**src/rtl/oai33_arc_seq_pkg.sv**
```systemverilog
// Shared types, constants and the arc-to-drive-vector mapping for the oai33 arc sequencer.
package oai33_arc_seq_pkg;

  typedef enum logic [2:0] {
    IDLE   = 3'd0,
    APPLY  = 3'd1,
    SETTLE = 3'd2,
    CHECK  = 3'd3,
    DONE   = 3'd4
  } state_t;

  localparam int PIN_A1 = 0;
  localparam int PIN_A2 = 1;
  localparam int PIN_A3 = 2;
  localparam int PIN_B1 = 3;
  localparam int PIN_B2 = 4;
  localparam int PIN_B3 = 5;

  localparam int NUM_COND   = 7;
  localparam int NUM_ARCS   = 42;
  localparam int NUM_CHECKS = 84;

  // Vector layout is {A1,A2,A3,B1,B2,B3}; the toggled pin is 1 on rise (phase 0),
  // its group siblings stay 0, and the side condition drives the opposite group.
  function automatic logic [5:0] arc_vector(input logic [2:0] pin,
                                            input logic [2:0] cond,
                                            input logic       phase);
    logic [2:0] own;
    unique case (pin)
      3'(PIN_A1), 3'(PIN_B1): own = 3'b100;
      3'(PIN_A2), 3'(PIN_B2): own = 3'b010;
      default:                own = 3'b001;
    endcase
    if (phase) own = 3'b000;
    return (pin < 3'(PIN_B1)) ? {own, cond} : {cond, own};
  endfunction

endpackage

```
**src/rtl/oai33_golden_model.sv**
```systemverilog
// Combinational reference for the oai33 function: zn = !((a1|a2|a3) & (b1|b2|b3)).
module oai33_golden_model (
  input  logic a1,
  input  logic a2,
  input  logic a3,
  input  logic b1,
  input  logic b2,
  input  logic b3,
  output logic zn
);

  assign zn = ~((a1 | a2 | a3) & (b1 | b2 | b3));

endmodule

```
**src/rtl/oai33_arc_sequencer.sv**
```systemverilog
// Self-test sequencer sweeping all 84 conditional timing checks of one oai33 cell.
// Optional first-failure log enabled by defining OAI33_ARC_SEQUENCER_FAIL_LOG_EN.
module oai33_arc_sequencer
  import oai33_arc_seq_pkg::*;
#(
  parameter int SETTLE_CYCLES = 2,
  parameter int CNT_W         = 7
) (
  input  logic             clk,
  input  logic             rst,
  input  logic             start,
  input  logic             abort,
  input  logic             zn,
  output logic             a1,
  output logic             a2,
  output logic             a3,
  output logic             b1,
  output logic             b2,
  output logic             b3,
  output logic             busy,
  output logic             done,
  output logic             pass,
  output logic [CNT_W-1:0] err_cnt
`ifdef OAI33_ARC_SEQUENCER_FAIL_LOG_EN
  ,
  output logic [6:0]       fail_arc,
  output logic             fail_vld
`endif
);

  state_t           state, state_nxt;
  logic [2:0]       pin_q;
  logic [2:0]       cond_q;
  logic             phase_q;
  logic [3:0]       settle_q;
  logic [5:0]       drv_q;
  logic [CNT_W-1:0] err_q;
  logic             pass_q, busy_q, done_q;
  logic             exp_zn, mismatch, last_check, settle_done, launch, advance;

  oai33_golden_model u_golden (
    .a1(drv_q[5]),
    .a2(drv_q[4]),
    .a3(drv_q[3]),
    .b1(drv_q[2]),
    .b2(drv_q[1]),
    .b3(drv_q[0]),
    .zn(exp_zn)
  );

  assign mismatch    = (state == CHECK) && (zn != exp_zn);
  assign last_check  = (pin_q == 3'(PIN_B3)) && (cond_q == 3'(NUM_COND)) && phase_q;
  assign settle_done = (settle_q == 4'(SETTLE_CYCLES - 1));
  assign launch      = (state == IDLE) && (state_nxt == APPLY);
  assign advance     = (state == CHECK) && !abort;

  // NOTE: every signal written here gets a default first so no latch is inferred.
  always_comb begin
    state_nxt = state;
    unique case (state)
      IDLE:    if (start) state_nxt = APPLY;
      APPLY:   state_nxt = SETTLE;
      SETTLE:  if (settle_done) state_nxt = CHECK;
      CHECK:   state_nxt = last_check ? DONE : APPLY;
      DONE:    state_nxt = IDLE;
      default: state_nxt = IDLE;
    endcase
    // Abort overrides everything, including a START seen in the same IDLE cycle.
    if (abort) state_nxt = IDLE;
  end

  // NOTE: sequential state uses non-blocking assignments so all registers update together.
  always_ff @(posedge clk or posedge rst) begin
    if (rst) state <= IDLE;
    else     state <= state_nxt;
  end

  always_ff @(posedge clk or posedge rst) begin
    if (rst) begin
      pin_q    <= '0;
      cond_q   <= '0;
      phase_q  <= 1'b0;
      settle_q <= '0;
      drv_q    <= '0;
      err_q    <= '0;
      pass_q   <= 1'b0;
      busy_q   <= 1'b0;
      done_q   <= 1'b0;
    end else begin
      busy_q <= (state_nxt == APPLY) || (state_nxt == SETTLE) || (state_nxt == CHECK);
      done_q <= (state_nxt == DONE);

      if (launch) begin
        pin_q   <= 3'(PIN_A1);
        cond_q  <= 3'd1;
        phase_q <= 1'b0;
        err_q   <= '0;
        pass_q  <= 1'b0;
      end

      if (state == APPLY)  settle_q <= '0;
      if (state == SETTLE) settle_q <= settle_q + 4'd1;

      if (state_nxt == IDLE || state_nxt == DONE) drv_q <= '0;
      else if (state == APPLY)                    drv_q <= arc_vector(pin_q, cond_q, phase_q);

      if (advance) begin
        if (mismatch && !(&err_q)) err_q <= err_q + 1'b1;
        phase_q <= ~phase_q;
        if (phase_q) begin
          if (cond_q == 3'(NUM_COND)) begin
            cond_q <= 3'd1;
            pin_q  <= pin_q + 3'd1;
          end else begin
            cond_q <= cond_q + 3'd1;
          end
        end
        if (last_check) pass_q <= (err_q == '0) && !mismatch;
      end

      if (abort && state != IDLE) pass_q <= 1'b0;
    end
  end

`ifdef OAI33_ARC_SEQUENCER_FAIL_LOG_EN
  logic [5:0] arc_idx;
  assign arc_idx = 6'(pin_q) * 6'd7 + 6'(cond_q) - 6'd1;

  always_ff @(posedge clk or posedge rst) begin
    if (rst) begin
      fail_arc <= '0;
      fail_vld <= 1'b0;
    end else if (launch) begin
      fail_arc <= '0;
      fail_vld <= 1'b0;
    end else if (advance && mismatch && !fail_vld) begin
      fail_arc <= {arc_idx, phase_q};
      fail_vld <= 1'b1;
    end
  end
`endif

  assign {a1, a2, a3, b1, b2, b3} = drv_q;
  assign busy    = busy_q;
  assign done    = done_q;
  assign pass    = pass_q;
  assign err_cnt = err_q;

endmodule

```
**config.mk**
```make
export PLATFORM = sky130hd
export DESIGN_NAME = oai33_arc_sequencer
export DESIGN_NICKNAME = d
export VERILOG_FILES = /design/src/rtl/oai33_arc_seq_pkg.sv /design/src/rtl/oai33_golden_model.sv /design/src/rtl/oai33_arc_sequencer.sv
export SDC_FILE = /design/constraint.sdc
export NUM_CORES = 1
export LEC_CHECK = 0
export CAP_MARGIN = 25
export CORE_AREA = 2 2 62 64
export DETAILED_ROUTE_END_ITERATION = 7
export DIE_AREA = 0 0 64 66
export PLACE_DENSITY = 0.83
export SLEW_MARGIN = 40
export SYNTH_ARGS = -nofsm -noshare
export SYNTH_HDL_FRONTEND = slang
export SYNTH_HIERARCHICAL = 1
export SYNTH_SLANG_ARGS = --single-unit
```
**constraint.sdc**
```tcl
create_clock -name clk -period 2.8 [get_ports clk]
set_clock_uncertainty 0.05 [all_clocks]
set_input_delay 0.56 -clock clk [delete_from_list [all_inputs] [get_ports clk]]
set_output_delay 0.56 -clock clk [all_outputs]
set_load 0.005 [all_outputs]
```
### Word-level counts from Yosys, hierarchy flattened

Cells that the tools add are included.

| operators by class | value |
|---|---|
| $add $sub $neg | 4 |
| multipliers | 0 |
| divide/modulo/power cells | 0 |
| magnitude comparators | 1 |
| equal/unequal tests | 14 |
| shifts and indexed selects | 0 |
| mux-type cells | 29 |
| bitwise gates (word level) | 7 |
| reductions and logical operators | 25 |

Operators with widths:

| kind | count |
|---|---|
| 3-bit two-way mux | 13 |
| 7-bit two-way mux | 3 |
| 6-bit two-way mux | 3 |
| 3-bit by 2-bit equality test with 1-bit output, second input constant | 5 |
| 3-bit equality test, second input constant | 4 |
| 3-bit case mux with 4 select lines | 1 |
| 3-bit by 1-bit equality test with 1-bit output, second input constant | 3 |
| 3-bit zero test | 3 |
| 1-bit logical AND | 8 |
| 4-bit two-way mux | 2 |
| 7-bit by 1-bit adder with 7-bit output, second input constant | 1 |
| 7-bit zero test | 1 |
| 7-bit AND reduction | 1 |
| 3-bit by 1-bit adder with 3-bit output, second input constant | 2 |
| 1-bit two-way mux | 6 |
| 3-bit case mux with 2 select lines | 1 |
| 2-bit nonzero test | 3 |
| 4-bit by 1-bit adder with 4-bit output, second input constant | 1 |
| 4-bit by 1-bit equality test with 1-bit output, second input constant | 1 |
| 1-bit OR | 4 |
| 2-bit OR reduction | 2 |
| 1-bit zero test | 3 |
| 1-bit logical OR | 3 |
| 3-bit by 2-bit less-than comparator with 1-bit output, second input constant | 1 |
| 4 further kinds | 5 |

| storage, ports and cells | value |
|---|---|
| bits in registers | 30 |
| bits in latches | 0 |
| RAM bits | 0 |
| memory bits (read-only) | 0 |
| input bits | 5 |
| word-level logic and storage cells | 90 |
| memories | 0 |

### Logic depth before layout (Yosys ltp)

Gate-level depths: netlist of run 1.

| logic depth | value |
|---|---|
| depth after elaboration | 12 |
| mapped depth | 7 |

### Modules after synthesis

Netlist of run 1, hierarchy kept.

Modules (own cells, without submodules):

| module | times used | cells an instance | area each (um2) | sequential area each (um2) |
|---|---|---|---|---|
| oai33_arc_sequencer | 1 | 180 | 1,696.6 | 750.7 |
| oai33_golden_model | 1 | 2 | 13.8 | 0.0 |

### Worst setup path before layout of run 1

OpenSTA, ideal clock, no wires.

| path | value |
|---|---|
| path kind | reg-to-reg |
| from | register drv_q[1] |
| to | register err_q[3] (netlist: err_cnt[3]) |
| setup time | 0.077 ns |
| arrival time | 1.791 ns |
| slack | 0.881 ns |
| stages on the path, launching flop included | 7 |
| buffers on the path | 0 |
| clock period less this slack | 1.919 ns |
| cells stage by stage | dfrtp_1 -> or3_1 -> o31ai_1 -> xor2_1 -> o211ai_1 -> or3_1 -> a21oi_1 |

| between the ends | value |
|---|---|
| word-level cells in the longest chain between the ends | 9 |

RTL lines:

| item | line | text |
|---|---|---|
| start: declaration | oai33_arc_sequencer.sv:36 | `logic [5:0] drv_q;` |
| start signal: assignment | oai33_arc_sequencer.sv:105 | `else if (state == APPLY) drv_q <= arc_vector(pin_q, cond_q, phase_q);` |
| 1-bit OR (2 in a row) | oai33_golden_model.sv:12 | `assign zn = ~((a1 \| a2 \| a3) & (b1 \| b2 \| b3));` |
| 1-bit bitwise AND | oai33_golden_model.sv:12 |  |
| 1-bit NOT | oai33_golden_model.sv:12 |  |
| via exp_zn | oai33_arc_sequencer.sv:39 | `logic exp_zn, mismatch, last_check, settle_done, launch, advance;` |
| 1-bit != test | oai33_arc_sequencer.sv:51 | `assign mismatch = (state == CHECK) && (zn != exp_zn);` |
| 1-bit logical AND | oai33_arc_sequencer.sv:51 |  |
| 1-bit logical AND | oai33_arc_sequencer.sv:108 | `if (mismatch && !(&err_q)) err_q <= err_q + 1'b1;` |
| 7-bit two-way mux | oai33_arc_sequencer.sv:108 |  |
| 7-bit two-way mux | oai33_arc_sequencer.sv:107 | `if (advance) begin` |
| end signal: assignment | oai33_arc_sequencer.sv:108 |  |
| end: declaration | oai33_arc_sequencer.sv:37 | `logic [CNT_W-1:0] err_q;` |

The timed path passes the listed nets, and every way through them passes these cells.
A chain may end at the register's enable or synchronous reset.

### Worst setup path after layout of run 1

Same ends and word-level chain as after synthesis.

==> qor.txt, run 1 <==
Setup repair after global routing missed its margin = false
Sequential share of the synthesized area = 43.9%
CTS tree = built
Data required, critical path = 3010 ps
Initial antenna violation count = 0
Final setup vio count = 0
Post-DR vias/cell = 5.62
Post-synthesis async set-or-reset flop share = 100%
Clock latency on the worst-skew pair = 330 ps
First-pass GRT wire length = 6090 um
Most frequent cells in the layout = dfrtp_1 (30), clkdlybuf4s50_1 (20), o21ai_0 (14)
Final Hold Vio Count = 0
CTS Buf Count = 5
Avg Synthesized Cell Area = 9.40 um^2
Critical path peak fanout = 7
Max Freq = 0.456 GHz
Final GP Congestion = 0.805
I/O Pins = 21
CTS H-tree lvls = 2
Period utilisation layout = 78.4%
Class of the worst hold path = flop to flop
WHS Path Cells = 2
Longest Clk Path Bufs = 2
Worst slew pin tran = 485 ps
Detailed-placement wirelength estimate = 2370 um
Layout cells sized above 1 = 6.34%
Synth Warn # = 6
Antenna Nets Post-Route = 0
FF/Latch Area = 751 um^2
Multi-input logic area = 881 um^2
Crit Path Class = flop to flop
Resize count post-CTS = 0
Fraction of synthesized cell area taken by the top area cell type = 43.9%
DRT Pass-1 Iters = 4
Status = complete, no violations
Flops & latches, synth = 30
Area grow syn2layout = 19.1%
Vias = 1,422
Die area = 4220 um^2
Total GRT Usage = 18.4%
Synth area leader = dfrtp_1
Crit path capture type = flop
Slew Limit Fails = 0
Slew headroom = 67.4%
Clock root buffer = clkbuf_4
Max-cap viol count = 0
Post-synth EDFFs = 0
Detailed Route Iter0 Violations = 86
Port Buffer Count = 20
Worst-path clk slew = 100 ps
Syn_nets = 197
P_leak = 0.894 nW
Top area cells in the synthesized netlist = dfrtp_1 (44%), ha_1 (7.3%), o21ai_0 (4.1%)
Post-layout min period = 2190 ps
Crit start category = flop
Predominant post-synthesis flop cell = dfrtp_1
Cells on worst reg2reg path = 6
DR DRC count = 0
Hold buffer count at CTS = 0
Syn Std Cell Area = 1710 um^2
Initial Utilization = 48.2%
Largest net degree at the start of global routing = 31
CORE AREA = 3550 um^2
Final net count = 219
Wirelength per Cell = 13.9 um
Die X = 64 um
Fin cells = 253
Vias in the first global route = 1,316
Commonest non-fill, non-tap cell in the layout = dfrtp_1
Power density cells = 501 nW/um^2
Fill count = 303
Synth cell types = 41
# Post-CTS Setup Buffers = 0
Cell count after placement = 245
N_diodes = 0
Die height = 66 um
WL final = 3510 um
Residual overflow from global routing = 0
Post-route setup TNS = 0 ps
Max VDD drop = 0.000235 V
Worst Path Arrival = 2400 ps
Post-Synthesis Cells = 182
Rows = 22
# clock sinks = 30
per-stage QoR:
| stage | utilization (%) | hold WS (ps) | power [mW] | worst slack, ps | instance area, um^2 |
|---|---|---|---|---|---|
| global placement | 55.2 | 489 | 0.684 | 449 | 1960 |
| floorplan | - | 458 | 0.625 | 881 | 1710 |
| detailed placement | 55.2 | 498 | 0.689 | 379 | 1960 |
| CTS | 57.4 | 523 | 1.03 | 615 | 2040 |
| finish | 57.4 | 515 | 1.02 | 605 | 2040 |
| global route | 57.4 | 569 | 1.09 | 461 | 2040 |
logic make-up (layout without fill, tap and decap cells):
logic type	Yosys count	count (layout)	synth area share, %
adder cells (fa/ha/maj)	10	10	7.32
XOR/XNOR	2	2	1.02
AND/OR/NAND/NOR	65	65	21.3
flip-flops	30	30	43.9
AO/OA/AOI/OAI	51	51	19.5
multiplexers	4	4	2.34
buffers and inverters	20	43	4.61
worst paths after layout:
kind	from	to	slack [ps]
worst max-delay path	drv_q[1]	err_cnt[3]	610
worst min-delay path	settle_q[3]	settle_q[3]	520
worst max register to register	drv_q[1]	err_cnt[3]	610
worst min register to register	settle_q[3]	settle_q[3]	520
max in group asynchronous	rst	drv_q[3]	1880
min in group asynchronous	rst	err_cnt[1]	540
area by class of cell:
type / instances / share of cell area (%)
clock inverter: 3 / 1.97
tap: 48 / 2.95
multi-input combinational: 132 / 43.2
sequential: 30 / 36.9
inverter: 12 / 2.21
clock buffer: 5 / 1.84
timing repair buffer: 23 / 10.9
power breakdown:
part	total, mW	switching [mW]	internal, mW
Combinational	0.165	0.0812	0.0834
Clock	0.339	0.154	0.185
Sequential	0.516	0.0535	0.463
sequential cells by signal, indices dropped and copies added, names as in the netlist:
signal    cells
busy          1
cond_q        3
done          1
drv_q         6
err_cnt       7
pass          1
phase_q       1
pin_q         3
settle_q      4
state         3
Yosys cell counts, types with 2 or more instances:
library cell,count
mux2i_1,4
nor3b_1,2
inv_1,12
nand4bb_1,2
o21ai_0,14
dfrtp_1,30
nand4b_1,2
buf_2,3
o211ai_1,4
nand3_1,11
a21o_1,2
o31ai_1,3
a21oi_1,10
a2bb2oi_1,2
nor3_1,9
nor4_1,2
a211oi_1,5
clkbuf_1,5
nor2_1,13
nand2_1,11
a22o_1,2
and3_1,3
a41oi_1,2
ha_1,10
or3_1,3
routing by layer:
layer / vias up / global-route usage [%] / part of all wire (%)
met5: - / 0 / 0
li1: 724 / - / -
met1: 661 / 26.2 / 51
met4: 0 / 6.52 / 1.2
met3: 6 / 4.77 / 4.0
met2: 31 / 26.8 / 44
critical path: stages, from the launching register on:
cell and delay [ps]:
dfrtp_1 400, or3_1 370, o31ai_1 110, xor2_1 370
o211ai_1 280, or3_1 400, a21oi_1 150
(Power assumes the default switching activity.)
==> run 2: changes to the inputs <==
--- a/config.mk
+++ b/config.mk
@@ -6,10 +6,10 @@
 export NUM_CORES = 1
 export LEC_CHECK = 0
 export CAP_MARGIN = 25
-export CORE_AREA = 2 2 62 64
+export CORE_AREA = 2 2 63 65
 export DETAILED_ROUTE_END_ITERATION = 7
-export DIE_AREA = 0 0 64 66
-export PLACE_DENSITY = 0.83
+export DIE_AREA = 0 0 65 67
+export PLACE_DENSITY = 0.84
 export SLEW_MARGIN = 40
 export SYNTH_ARGS = -nofsm -noshare
 export SYNTH_HDL_FRONTEND = slang
==> constraint.sdc (replaced) <==
create_clock -name clk -period 1.82 [get_ports clk]
set_clock_uncertainty 0.05 [all_clocks]
set_input_delay 0.364 -clock clk [delete_from_list [all_inputs] [get_ports clk]]
set_output_delay 0.364 -clock clk [all_outputs]
set_load 0.005 [all_outputs]
==> run 2 against run 1 <==
  * The run now ends with setup timing left
  * Fmax up 13%
  * Sequential share of layout area shrank 4.3 points
  * Combinational power increased by 110%
  * Total power up 75%
  * Sequential power rose by 50%
  * Register-to-register slack lost 730 ps
  * First-iteration DRC count up 13%
  * Clock-buffer cell count stayed put
  * Critical path depth rose by 1
  * Hold slack worse by 110 ps
  * Die area is 3.1% higher
  * Via count is 7.7% higher
  * Largest cell class unchanged
==> qor.txt, run 2 (same netlist as run 1, synthesis figures left out) <==
DRT Pass-1 Iters = 4
Setup repair after global routing missed its margin = true
Period utilisation layout = 107%
Final Hold Vio Count = 0
Max VDD drop = 0.000373 V
CTS H-tree lvls = 2
Sw Share = 27.3%
CORE AREA = 3610 um^2
Status = complete, but fails checks
I/O Pins = 21
Total GRT Usage = 20.0%
N_diodes = 0
Max reg flops = 7
Critical path peak fanout = 4
# clock sinks = 30
Crit path capture type = flop
Worst-path clk slew = 70 ps
Class of the worst hold path = input pin to async pin
Die X = 65 um
Final net count = 243
Power density cells = 773 nW/um^2
Setup WS post-layout = -121 ps
Hold buffer count at CTS = 0
Clock latency on the worst-skew pair = 280 ps
CTS Buf Count = 5
Max-cap viol count = 0
Post-DR vias/cell = 5.53
Detailed-placement wirelength estimate = 2690 um
Vias in the first global route = 1,435
Layout cells sized above 1 = 20.5%
CTS tree = built
Residual overflow from global routing = 0
Area grow syn2layout = 34.9%
Clock network power share = 36.9%
Die area = 4360 um^2
Part of the power in registers = 43.5%
Final GP Congestion = 0.899
Max Freq = 0.515 GHz
Final setup vio count = 7
Fin cells = 277
Vias = 1,531
Rows = 22
Antenna Nets Post-Route = 0
Longest Clk Path Bufs = 2
Initial antenna violation count = 0
Post-layout min period = 1940 ps
Cell count after placement = 265
DR DRC count = 0
Data required, critical path = 1980 ps
First-pass GRT wire length = 6490 um
Slew Limit Fails = 0
P_leak = 1.02 nW
Slew headroom = 74.4%
Violated checks = setup timing
Crit Path Class = flop to flop
Sw power = 0.488 mW
WL final = 3910 um
Commonest non-fill, non-tap cell in the layout = dfrtp_1
Most frequent cells in the layout = dfrtp_1 (29), buf_4 (26), clkdlybuf4s50_1 (20)
Clock root buffer = clkbuf_8
Worst slew pin tran = 384 ps
Final Hold Slack = 401 ps
Largest net degree at the start of global routing = 31
Die height = 67 um
Detailed Route Iter0 Violations = 97
P_int = 1.30 mW
Wirelength per Cell = 14.1 um
Crit start category = flop
Combinational Power Share = 19.7%
Worst Path Arrival = 2100 ps
Initial Utilization = 47.4%
Port Buffer Count = 20
## run 2: changes by cell type in the layout (fill, tap and decap cells not counted), moves of 2 or more
cell,before,now
buf_4,3,26
clkbuf_4,5,0
clkbuf_8,0,5
nand2_1,11,9
nand2_2,0,2
o21ai_0,14,12
o21ai_1,1,3
o31ai_1,3,1
## run 2: worst paths after layout
| check | start | end | slack, ps | cells past startpoint |
|---|---|---|---|---|
| max | drv_q[0] | err_cnt[3] | -120 | 7 |
| min | rst | cond_q[1] | 400 | 3 |
| max reg2reg | drv_q[0] | err_cnt[3] | -120 | 7 |
| min reg2reg | cond_q[1] | cond_q[1] | 520 | 1 |
| max in group asynchronous | rst | pin_q[0] | 1020 | 3 |
| min in group clk | cond_q[1] | cond_q[1] | 520 | 1 |
## run 2: repair_timing
item                                    in CTS  in global routing
gates resized for setup                      2                 11
pin swaps                                    1                  7
setup buffers                                0                  4
endpoints found under the setup margin       4                  8
## run 2: metrics by stage
step	utilization (%)	TNS [ps]	setup slack [ps]	power [mW]	area, um^2
floorplan	-	-42.8	-42.8	0.965	1720
global placement	58.6	-784	-123	1.09	2110
detailed placement	58.6	-1130	-148	1.11	2110
CTS	61.8	-231	-113	1.77	2230
global route	64.0	-958	-270	1.88	2310
finish	64.0	-317	-121	1.78	2310
## run 2: final cells by class
cell class,count,area [um^2]
multi-input combinational,132,935
clock inverter,3,40.0
inverter,12,45.0
sequential,30,752
timing repair buffer,47,407
tap,48,60.1
clock buffer,5,68.8
fill,293,1300
## run 2: metal layers
layer,share of wire [%],wire length (um),vias to the layer above,track usage (%)
met5,0,0,-,0
met4,1.2,48,0,7.98
met3,5.5,213,4,6.08
met2,46,1820,46,31.2
met1,47,1830,718,25.8
li1,-,-,763,-
## run 2: critical path, cell delays in order, from the launching register on
cell      delay [ps]
dfrtp_1          380
or3_4            400
o31ai_4           70
xor2_1           190
buf_4            160
o211ai_1         150
or3_1            350
a21oi_1          120
## run 2: power by group through the flow
stage / Sequential (mW) / Clock (mW) / Combinational (mW)
2_1_floorplan: 0.773 / 0 / 0.192
3_3_place_gp: 0.778 / 0 / 0.314
3_5_place_dp: 0.783 / 0 / 0.325
4_1_cts: 0.771 / 0.668 / 0.328
5_1_grt: 0.785 / 0.704 / 0.390
6_report: 0.776 / 0.658 / 0.351
==> run 3: changes to the inputs <==
--- a/config.mk
+++ b/config.mk
@@ -10,6 +10,7 @@
 export DETAILED_ROUTE_END_ITERATION = 7
 export DIE_AREA = 0 0 65 67
 export PLACE_DENSITY = 0.84
+export RECOVER_POWER = 25
 export SLEW_MARGIN = 40
 export SYNTH_ARGS = -nofsm -noshare
 export SYNTH_HDL_FRONTEND = slang
==> run 3 against run 2 <==
  * The flow still finishes with violations (setup timing)
  * Total power hardly changed
  * Global-route usage stayed put
  * Critical path depth stayed put
  * First-iteration DRC count stayed put
  * Combinational power hardly changed
  * Sequential power hardly changed
  * Largest cell class unchanged
==> qor.txt, run 3 (same netlist as run 1, synthesis figures left out) <==
Post-layout min period = 1930 ps
Crit path capture type = flop
Longest Clk Path Bufs = 2
Power Total = 1.78 mW
Wirelength per Cell = 14.1 um
Fill count = 294
Crit-path leading delay family = simple AND/OR/NAND/NOR gates
CP max-delay cell = or3_4
Largest net degree at the start of global routing = 31
Antenna Nets Post-Route = 0
Layout cells sized above 1 = 20.5%
Final net count = 243
Final setup vio count = 6
First-pass GRT wire length = 6490 um
Multi-input logic area = 935 um^2
WP depth = 7
Slew headroom = 50.2%
Setup repair after global routing missed its margin = true
Worst Path Arrival = 2100 ps
Die height = 67 um
Vias = 1,532
Cells on worst reg2reg path = 7
Max VDD drop = 0.000373 V
Data required, critical path = 1980 ps
Sw Share = 27.4%
Critical path peak fanout = 4
CTS H-tree lvls = 2
FF/Latch Area = 752 um^2
WHS Path Cells = 1
Slew Limit Fails = 0
DR DRC count = 0
Final GP Congestion = 0.899
Max Freq = 0.517 GHz
# clock sinks = 30
CTS Buf Count = 5
P_leak = 1.02 nW
P_int = 1.30 mW
Clock latency on the worst-skew pair = 280 ps
Die area = 4360 um^2
Power density cells = 774 nW/um^2
Initial antenna violation count = 0
I/O Pins = 21
Rows = 22
Violated checks = setup timing
WL final = 3900 um
Worst slew pin tran = 748 ps
Max reg flops = 7
Vias in the first global route = 1,435
Clock root buffer = clkbuf_8
Critical path, cell by cell = or3_4 > o31ai_4 > xor2_1 > buf_4 > o211ai_1 > or3_1 > a21oi_1
DRT Pass-1 Iters = 4
CTS tree = built
Crit start category = flop
Sw power = 0.488 mW
Area grow syn2layout = 34.7%
Period utilisation layout = 106%
Max-cap viol count = 0
Post-DR vias/cell = 5.53
Class of the worst hold path = flop to flop
Layout Utilization = 63.9%
Crit Path Class = flop to flop
N_diodes = 0
Worst path bufs/invs = 1
Die X = 65 um
Status = complete, but fails checks
Setup WS post-layout = -114 ps
Detailed Route Iter0 Violations = 97
Residual overflow from global routing = 0
Clock network power share = 36.9%
Post-route setup TNS = -291 ps
Final Hold Vio Count = 0
Detailed-placement wirelength estimate = 2690 um
Crit-path max cell delay = 400 ps
Combinational Power Share = 19.6%
Most frequent cells in the layout = dfrtp_1 (29), buf_4 (25), clkdlybuf4s50_1 (19)
Final Hold Slack = 516 ps
Total GRT Usage = 20.0%
Initial Utilization = 47.4%
Part of the power in registers = 43.5%
Commonest non-fill, non-tap cell in the layout = dfrtp_1
Worst-path clk slew = 70 ps
CORE AREA = 3610 um^2
Port Buffer Count = 20
==> run 3: routing by layer <==
| layer | GRT usage, % | up-vias | routed length [um] |
|---|---|---|---|
| met2 | 31.2 | 46 | 1810 |
| met1 | 25.8 | 718 | 1820 |
| met4 | 7.98 | 0 | 48 |
| li1 | - | 764 | - |
| met5 | 0 | - | 0 |
| met3 | 6.08 | 4 | 214 |
==> run 3: power by group through the flow <==
stage          clock network [mW]  registers [mW]  logic (mW)
3_3_place_gp                    0           0.778       0.314
5_1_grt                     0.704           0.785       0.389
3_5_place_dp                    0           0.783       0.325
4_1_cts                     0.668           0.771       0.328
2_1_floorplan                   0           0.773       0.192
6_report                    0.658           0.776       0.350
==> run 3: final timing paths <==
path                                 from          to  slack (ps)
worst max-delay path             drv_q[0]  err_cnt[3]        -110
worst min-delay path            cond_q[1]   cond_q[1]         520
worst max register to register   drv_q[0]  err_cnt[3]        -110
worst min register to register  cond_q[1]   cond_q[1]         520
max in group asynchronous             rst    pin_q[0]         530
min in group asynchronous             rst   cond_q[1]         670
==> run 3: metrics by stage <==
| step | std cells | setup WS, ps | instance area, um^2 |
|---|---|---|---|
| final | 277 | -114 | 2300 |
| after global routing | 277 | -270 | 2300 |
| after CTS | 273 | -113 | 2230 |
| after detailed placement | 265 | -148 | 2110 |
| after global placement | 265 | -123 | 2110 |
| after floorplan | 182 | -42.8 | 1720 |
==> run 3: cell type report <==
class | count | area share, %
Multi-Input combinational cell | 132 | 40.6
Sequential cell | 30 | 32.6
Inverter | 12 | 1.95
Clock inverter | 3 | 1.74
Clock buffer | 5 | 2.99
Timing Repair Buffer | 47 | 17.5
Tap cell | 48 | 2.61
==> run 3: repair_timing <==
item / in CTS / in global routing
cloned: 0 / 0
gates resized for setup: 2 / 11
pin swaps: 1 / 7
hold buffers: 0 / 0
buffers inserted: 0 / 4
hold endpoints to repair: 0 / 0
endpoints found under the setup margin: 4 / 8
